[src/rtl/class_hvec_stream.sv]
// Writable class-hypervector store that streams one class's frames over valid/ready.
// Optional macro CLASS_HVEC_XOR_UPDATE_EN enables XOR-accumulate writes via wr_xor.
module class_hvec_stream #(
  parameter int DI_PARALLEL_W_BITS = 64,
  parameter int NUM_CLASSES        = 8,
  parameter int NUM_FRAMES         = 3,
  localparam int CID_W  = (NUM_CLASSES > 1) ? $clog2(NUM_CLASSES) : 1,
  localparam int FIDX_W = (NUM_FRAMES > 1) ? $clog2(NUM_FRAMES) : 1
) (
  input  logic                          clk,
  input  logic                          rst_n,
  input  logic                          req_valid,
  output logic                          req_ready,
  input  logic [CID_W-1:0]              req_class_id,
  output logic                          out_valid,
  input  logic                          out_ready,
  output logic [DI_PARALLEL_W_BITS-1:0] out_data,
  output logic [FIDX_W-1:0]             out_frame_index,
  output logic                          out_last,
  output logic                          cls_err,
  input  logic                          wr_en,
  output logic                          wr_ready,
  input  logic [CID_W-1:0]              wr_class_id,
  input  logic [FIDX_W-1:0]             wr_frame_index,
  input  logic [DI_PARALLEL_W_BITS-1:0] wr_data,
  input  logic                          wr_xor
);

  localparam int W  = DI_PARALLEL_W_BITS;
  localparam int NE = NUM_CLASSES * NUM_FRAMES;
  localparam int AW = CID_W + FIDX_W;
  localparam logic [CID_W:0]    NC = (CID_W+1)'(NUM_CLASSES);
  localparam logic [FIDX_W:0]   NF = (FIDX_W+1)'(NUM_FRAMES);
  localparam logic [FIDX_W-1:0] LASTF = FIDX_W'(NUM_FRAMES - 1);

  typedef enum logic {IDLE, STREAM} state_t;

  state_t state, state_nx;

  logic [W-1:0]      mem [NE];
  logic [CID_W-1:0]  id_q;
  logic [FIDX_W-1:0] ptr;

  logic              wr_ok;
  logic              req_acc;
  logic              id_ok;
  logic              adv;
  logic              done;
  logic [FIDX_W-1:0] nxt_f;
  logic [CID_W-1:0]  rd_cid;
  logic [AW-1:0]     wa;
  logic [AW-1:0]     ra;
  logic [W-1:0]      wdata;

  always_comb begin
    wr_ready = (state == IDLE);
    req_ready = (state == IDLE) && !wr_en;
    wr_ok = wr_en && wr_ready &&
            ({1'b0, wr_class_id} < NC) &&
            ({1'b0, wr_frame_index} < NF);
    req_acc = req_valid && req_ready;
    id_ok = ({1'b0, req_class_id} < NC);
    adv = (state == STREAM) && out_valid && out_ready;
    done = adv && (ptr == LASTF);
    nxt_f = (state == IDLE) ? '0 : ptr + 1'b1;
    rd_cid = (state == IDLE) ? req_class_id : id_q;
    wa = AW'(wr_class_id) * AW'(NUM_FRAMES)
       + AW'(wr_frame_index);
    ra = AW'(rd_cid) * AW'(NUM_FRAMES) + AW'(nxt_f);
  end

`ifdef CLASS_HVEC_XOR_UPDATE_EN
  always_comb begin
    wdata = wr_data;
    if (wr_xor) wdata = mem[wa] ^ wr_data;
  end
`else
  logic unused_xor;
  assign unused_xor = wr_xor;
  always_comb wdata = wr_data;
`endif

  always_comb begin
    state_nx = state;
    unique case (state)
      IDLE:   if (req_acc && id_ok) state_nx = STREAM;
      STREAM: if (done) state_nx = IDLE;
      default: state_nx = IDLE;
    endcase
  end

  always_ff @(posedge clk or negedge rst_n) begin
    if (!rst_n) state <= IDLE;
    else        state <= state_nx;
  end

  always_ff @(posedge clk or negedge rst_n) begin
    if (!rst_n) begin
      for (int i = 0; i < NE; i++) mem[i] <= '0;
    end else if (wr_ok) begin
      mem[wa] <= wdata;
    end
  end

  // Next frame is fetched on the accepting edge, so frames run back to back.
  always_ff @(posedge clk or negedge rst_n) begin
    if (!rst_n) begin
      id_q            <= '0;
      ptr             <= '0;
      out_valid       <= 1'b0;
      out_data        <= '0;
      out_frame_index <= '0;
      out_last        <= 1'b0;
      cls_err         <= 1'b0;
    end else begin
      cls_err <= req_acc && !id_ok;
      if (req_acc && id_ok) begin
        id_q            <= req_class_id;
        ptr             <= '0;
        out_valid       <= 1'b1;
        out_data        <= mem[ra];
        out_frame_index <= '0;
        out_last        <= (LASTF == '0);
      end else if (done) begin
        out_valid <= 1'b0;
      end else if (adv) begin
        ptr             <= nxt_f;
        out_data        <= mem[ra];
        out_frame_index <= nxt_f;
        out_last        <= (nxt_f == LASTF);
      end
    end
  end

endmodule

[config.mk]
export PLATFORM = sky130hd
export DESIGN_NAME = class_hvec_stream
export DESIGN_NICKNAME = d
export VERILOG_FILES = /design/src/rtl/class_hvec_stream.sv
export SDC_FILE = /design/constraint.sdc
export NUM_CORES = 2
export LEC_CHECK = 0
export ABC_AREA = 0
export CORE_MARGIN = 4
export CORE_UTILIZATION = 25
export CTS_BUF_LIST = sky130_fd_sc_hd__clkbuf_8
export CTS_CLUSTER_SIZE = 28
export DETAILED_ROUTE_END_ITERATION = 16
export HOLD_SLACK_MARGIN = 0.05
export PLACE_DENSITY = 0.44
export SLEW_MARGIN = 20
export SYNTH_ARGS = -nofsm -noshare
export SYNTH_HDL_FRONTEND = slang
export SYNTH_SLANG_ARGS = --single-unit
[constraint.sdc]
create_clock -name clk -period 7.1 [get_ports clk]
set_clock_uncertainty 0.05 [all_clocks]
set_input_delay 0.71 -clock clk [delete_from_list [all_inputs] [get_ports clk]]
set_output_delay 0.71 -clock clk [all_outputs]
set_load 0.01 [all_outputs]
==> impl_metrics.xml <==
<?xml version="1.0" encoding="UTF-8"?>
<metrics>
  <group name="worst_setup_path">
    <metric name="cp.arrival" unit="ns">5.44</metric>
    <metric name="critPathLaunchType" unit="">flop</metric>
    <metric name="cell_chain_of_the_critical_path" unit="">buf_4 &gt; mux2_2 &gt; fa_1 &gt; ha_4 &gt; fa_4 &gt; buf_12 &gt; mux4_2 &gt; mux2_2 &gt; a22oi_1 &gt; a21oi_1</metric>
    <metric name="rr_startpoint" unit="">state</metric>
    <metric name="setup.worst_path.start" unit="">state</metric>
    <metric name="end_kind" unit="">flop</metric>
    <metric name="timing.critical_path.buf_inv" unit="">2</metric>
    <metric name="crit_fanout" unit="">78</metric>
    <metric name="timing.critical_path.required" unit="ns">7.80</metric>
    <metric name="crit_top_cell" unit="">sky130_fd_sc_hd__mux2_2</metric>
    <metric name="critical-path-max-stage-delay" unit="ns">1.17</metric>
    <metric name="crit_type" unit="">flop to flop</metric>
    <metric name="cpMaxStageDelayCell" unit="">sky130_fd_sc_hd__fa_4</metric>
    <metric name="critical-path-top-delay-family" unit="">adder cells</metric>
  </group>
  <group name="route">
    <metric name="drt_iter0_markers" unit="">2291</metric>
    <metric name="avgViaCountPerCell" unit="">4.670</metric>
    <metric name="detailed_router_iteration_count_before_antenna_repair" unit="">5</metric>
    <metric name="routed_wire_length_per_instance" unit="um">25.24</metric>
    <metric name="remaining_drc_errors" unit="">0</metric>
    <metric name="detail_route.wirelength" unit="um">224800</metric>
    <metric name="antenna_left" unit="">0</metric>
    <metric name="vias" unit="">41592</metric>
  </group>
  <group name="sta">
    <metric name="total_setup_violations_reported_at_the_end_of_the_flow" unit="">0</metric>
    <metric name="drv_slew" unit="">0</metric>
    <metric name="tns" unit="ns">0</metric>
    <metric name="worst_slew_margin_rel" unit="">0.3410</metric>
    <metric name="fin_crit_sh" unit="">0.6675</metric>
    <metric name="max_freq" unit="GHz">0.2110</metric>
    <metric name="rsz0062_at_grt" unit="">no</metric>
    <metric name="final-hold-violation-count" unit="">0</metric>
    <metric name="worst-slew-pin-transition" unit="ns">0.9885</metric>
    <metric name="layout_min_cycle_time" unit="ns">4.739</metric>
  </group>
  <group name="synth">
    <metric name="synth_seq_area_share" unit="">0.5506</metric>
    <metric name="library_cells_used_by_synthesis" unit="">49</metric>
    <metric name="synth.yosys.warnings" unit="">0</metric>
    <metric name="synth-edff-count" unit="">0</metric>
    <metric name="syn-mean-instance-area" unit="um2">15.49</metric>
    <metric name="ys.flop_type" unit="">sky130_fd_sc_hd__dfrtp_1</metric>
    <metric name="synth-seq-cells" unit="">1608</metric>
    <metric name="number_of_instances_in_the_synthesized_netlist" unit="">4719</metric>
    <metric name="proportion_of_synthesized_flip_flops_having_asynchronous_set_or_reset" unit="">1.000</metric>
    <metric name="synth_area" unit="mm2">0.07308</metric>
    <metric name="postSynthNetCount" unit="">4812</metric>
  </group>
  <group name="power_and_ir_drop">
    <metric name="total_power" unit="mW">48.20</metric>
    <metric name="power_frac_clock" unit="">0.176</metric>
    <metric name="leakage" unit="nW">38.99</metric>
    <metric name="power_switching_share" unit="">0.4037</metric>
    <metric name="ir_worst_vdd" unit="uV">1505</metric>
    <metric name="power_density_over_the_cells" unit="mW/mm2">572.9</metric>
    <metric name="power.sequential.fraction" unit="">0.289</metric>
    <metric name="netSwitchingPower" unit="mW">19.46</metric>
    <metric name="comb_power_share" unit="">0.535</metric>
    <metric name="internal-power" unit="mW">28.74</metric>
  </group>
  <group name="final_layout">
    <metric name="num-nets-final" unit="">4900</metric>
    <metric name="total_area_of_multi_input_combinational_cells" unit="mm2">0.03064</metric>
    <metric name="register_area" unit="mm2">0.04024</metric>
    <metric name="final_cell_mix" unit="">1608 x sky130_fd_sc_hd__dfrtp_1, 1548 x sky130_fd_sc_hd__mux2_2, 361 x sky130_fd_sc_hd__clkbuf_8</metric>
    <metric name="synthesis_to_layout_area_growth" unit="%">15.11</metric>
    <metric name="final_common_cell" unit="">sky130_fd_sc_hd__dfrtp_1</metric>
    <metric name="layout.filler_cells" unit="">29307</metric>
    <metric name="post_route_cells_drive_above_1_share" unit="">0.4663</metric>
  </group>
  <group name="global_routing">
    <metric name="global_route.overflow_total" unit="">0</metric>
    <metric name="grt_pass1_vias" unit="">45987</metric>
    <metric name="grt.total_usage" unit="">0.1484</metric>
    <metric name="grt_pass1_wl" unit="um">330400</metric>
    <metric name="grt_max_degree" unit="">149</metric>
    <metric name="antenna_found_initial" unit="">18</metric>
  </group>
  <group name="clock_network">
    <metric name="cts_tree" unit="">done</metric>
    <metric name="cts_resized" unit="">0</metric>
    <metric name="deepest_clock_path_buffer_count" unit="">4</metric>
    <metric name="cts.htree.levels" unit="">5</metric>
    <metric name="postCtsSetupRepairBufs" unit="">0</metric>
    <metric name="clk_latency" unit="ns">0.89</metric>
    <metric name="clk_pin_slew" unit="ns">0.06</metric>
    <metric name="cts_made_buffers" unit="">291</metric>
    <metric name="number_of_sinks_driven_by_the_clock_tree" unit="">1608</metric>
    <metric name="cts_root_buffer" unit="">sky130_fd_sc_hd__clkbuf_8</metric>
  </group>
  <group name="die">
    <metric name="initial_core_util" unit="">0.2511</metric>
    <metric name="die_height" unit="um">548.7</metric>
    <metric name="chipWidth" unit="um">548.7</metric>
    <metric name="num_rows" unit="">198</metric>
    <metric name="ioPinCount" unit="">149</metric>
    <metric name="coreArea" unit="mm2">0.2911</metric>
    <metric name="die_area" unit="mm2">0.3011</metric>
  </group>
  <group name="placement">
    <metric name="weighted_congestion_at_the_end_of_routability_driven_global_placement" unit="">0.6882</metric>
    <metric name="hpwlAfterDp" unit="um">114800</metric>
    <metric name="port_buffers" unit="">146</metric>
  </group>
  <group name="worst_hold_path">
    <metric name="worst_min_delay_path_class" unit="">input port to async pin</metric>
  </group>
  <group name="job">
    <metric name="drv_cap" unit="">0</metric>
  </group>
  <group name="status">
    <metric name="outcome" unit="">completed</metric>
  </group>
</metrics>
[worst register-to-register path: stages, from the launching register on]
cell	delay, ns
sky130_fd_sc_hd__dfrtp_1	0.32
sky130_fd_sc_hd__buf_4	0.28
sky130_fd_sc_hd__mux2_2	0.42
sky130_fd_sc_hd__fa_1	0.50
sky130_fd_sc_hd__ha_4	0.20
sky130_fd_sc_hd__fa_4	1.17
sky130_fd_sc_hd__buf_12	0.56
sky130_fd_sc_hd__mux4_2	0.48
sky130_fd_sc_hd__mux2_2	0.29
sky130_fd_sc_hd__a22oi_1	0.25
sky130_fd_sc_hd__a21oi_1	0.10
[worst paths after layout]
check / to / slack [ns] / cells after the start
setup reg to reg: out_data[26] / 2.36 / 10
hold / removal: mem[486] / 0.41 / 2
setup / recovery: out_data[26] / 2.36 / 10
hold reg to reg: mem[1016] / 0.43 / 1
max in group asynchronous: mem[463] / 4.56 / 4
min in group clk: id_q[2] / 0.42 / 2
[sequential cells by signal, summed over array words and instances (netlist names)]
register / flops
id_q: 3
mem: 1536
out_data: 64
out_frame_index: 2
out_last: 1
out_valid: 1
state: 1
[final cells by class]
cell class                      instances  share of cell area
Clock buffer                          361             0.05906
Clock inverter                        120            0.006321
Timing Repair Buffer                  245             0.03329
Multi-Input combinational cell       2652              0.3642
Sequential cell                      1608              0.4783
Tap cell                             3900             0.05801
Inverter                                9           0.0004016
Antenna cell                           12           0.0003570
[layer usage]
metal / up-vias / routed length, um / GRT usage
li1: 17745 / - / -
met1: 22756 / 100700 / 0.1960
met2: 701 / 109500 / 0.2493
met3: 384 / 7289 / 0.02225
met4: 6 / 7293 / 0.04825
met5: - / 45 / 0
[through the flow]
stage	instance area, um2	std cells	setup WS [ns]	util	hold slack, ns
after floorplan	73080	4719	3.193	-	0.3644
after global placement	78580	8413	1.690	0.2700	0.4121
after detailed placement	78580	8413	1.660	0.2700	0.4213
after CTS	84090	8895	2.307	0.2889	0.2853
after global routing	84110	8903	2.220	0.2890	0.3407
final	84120	8907	2.361	0.2890	0.4128
[power groups by stage]
| stage | clock network [mW] | logic (mW) | registers, mW |
|---|---|---|---|
| after floorplan | 0 | 17.7 | 13.6 |
| after global placement | 0 | 26.1 | 13.9 |
| after detailed placement | 0 | 26.3 | 14.1 |
| after CTS | 8.87 | 26.3 | 13.9 |
| after global routing | 9.27 | 27.5 | 14.3 |
| final | 8.49 | 25.8 | 13.9 |
[cell families (layout without fill, tap and decap cells)]
group	count (synthesis)	count (layout)	share of synthesized area
buffers and inverters	459	735	0.03316
multiplexers	2184	2184	0.3719
flip-flops	1608	1608	0.5506
XOR/XNOR	2	2	0.0002397
AND/OR/NAND/NOR	118	118	0.01014
AO/OA/AOI/OAI	332	332	0.03097
other	1	13	0.00005131
adder cells (fa/ha/maj)	15	15	0.002979
[synthesized netlist by cell type, drive strengths merged (2+ instances only)]
cell	count	area, um2
mux2	1670	18810
dfrtp	1608	40240
mux4	258	5811
mux2i	256	2562
buf	229	1560
clkbuf	221	829.6
a22oi	189	1419
nor2	69	259.0
a21oi	66	334.1
a31oi	63	394.1
ha	11	137.6
nor3	10	96.35
inv	9	33.78
nor4	8	170.2
nand2	5	18.77
nand2b	5	31.28
or3	5	31.28
fa	4	80.08
nor2b	4	25.02
a21o	3	22.52
nand3	3	20.02
a31o	2	17.52
nand4b	2	30.03
nor3b	2	15.01
xor2	2	17.52
[repair_timing]
| action | 4_1_cts | 5_1_grt |
|---|---|---|
| setup endpoints to repair | 0 | 0 |
| hold endpoints to repair | 96 | 0 |
| hold buffers | 1 | 0 |
No activity file was read; power rests on OpenSTA's default activity.
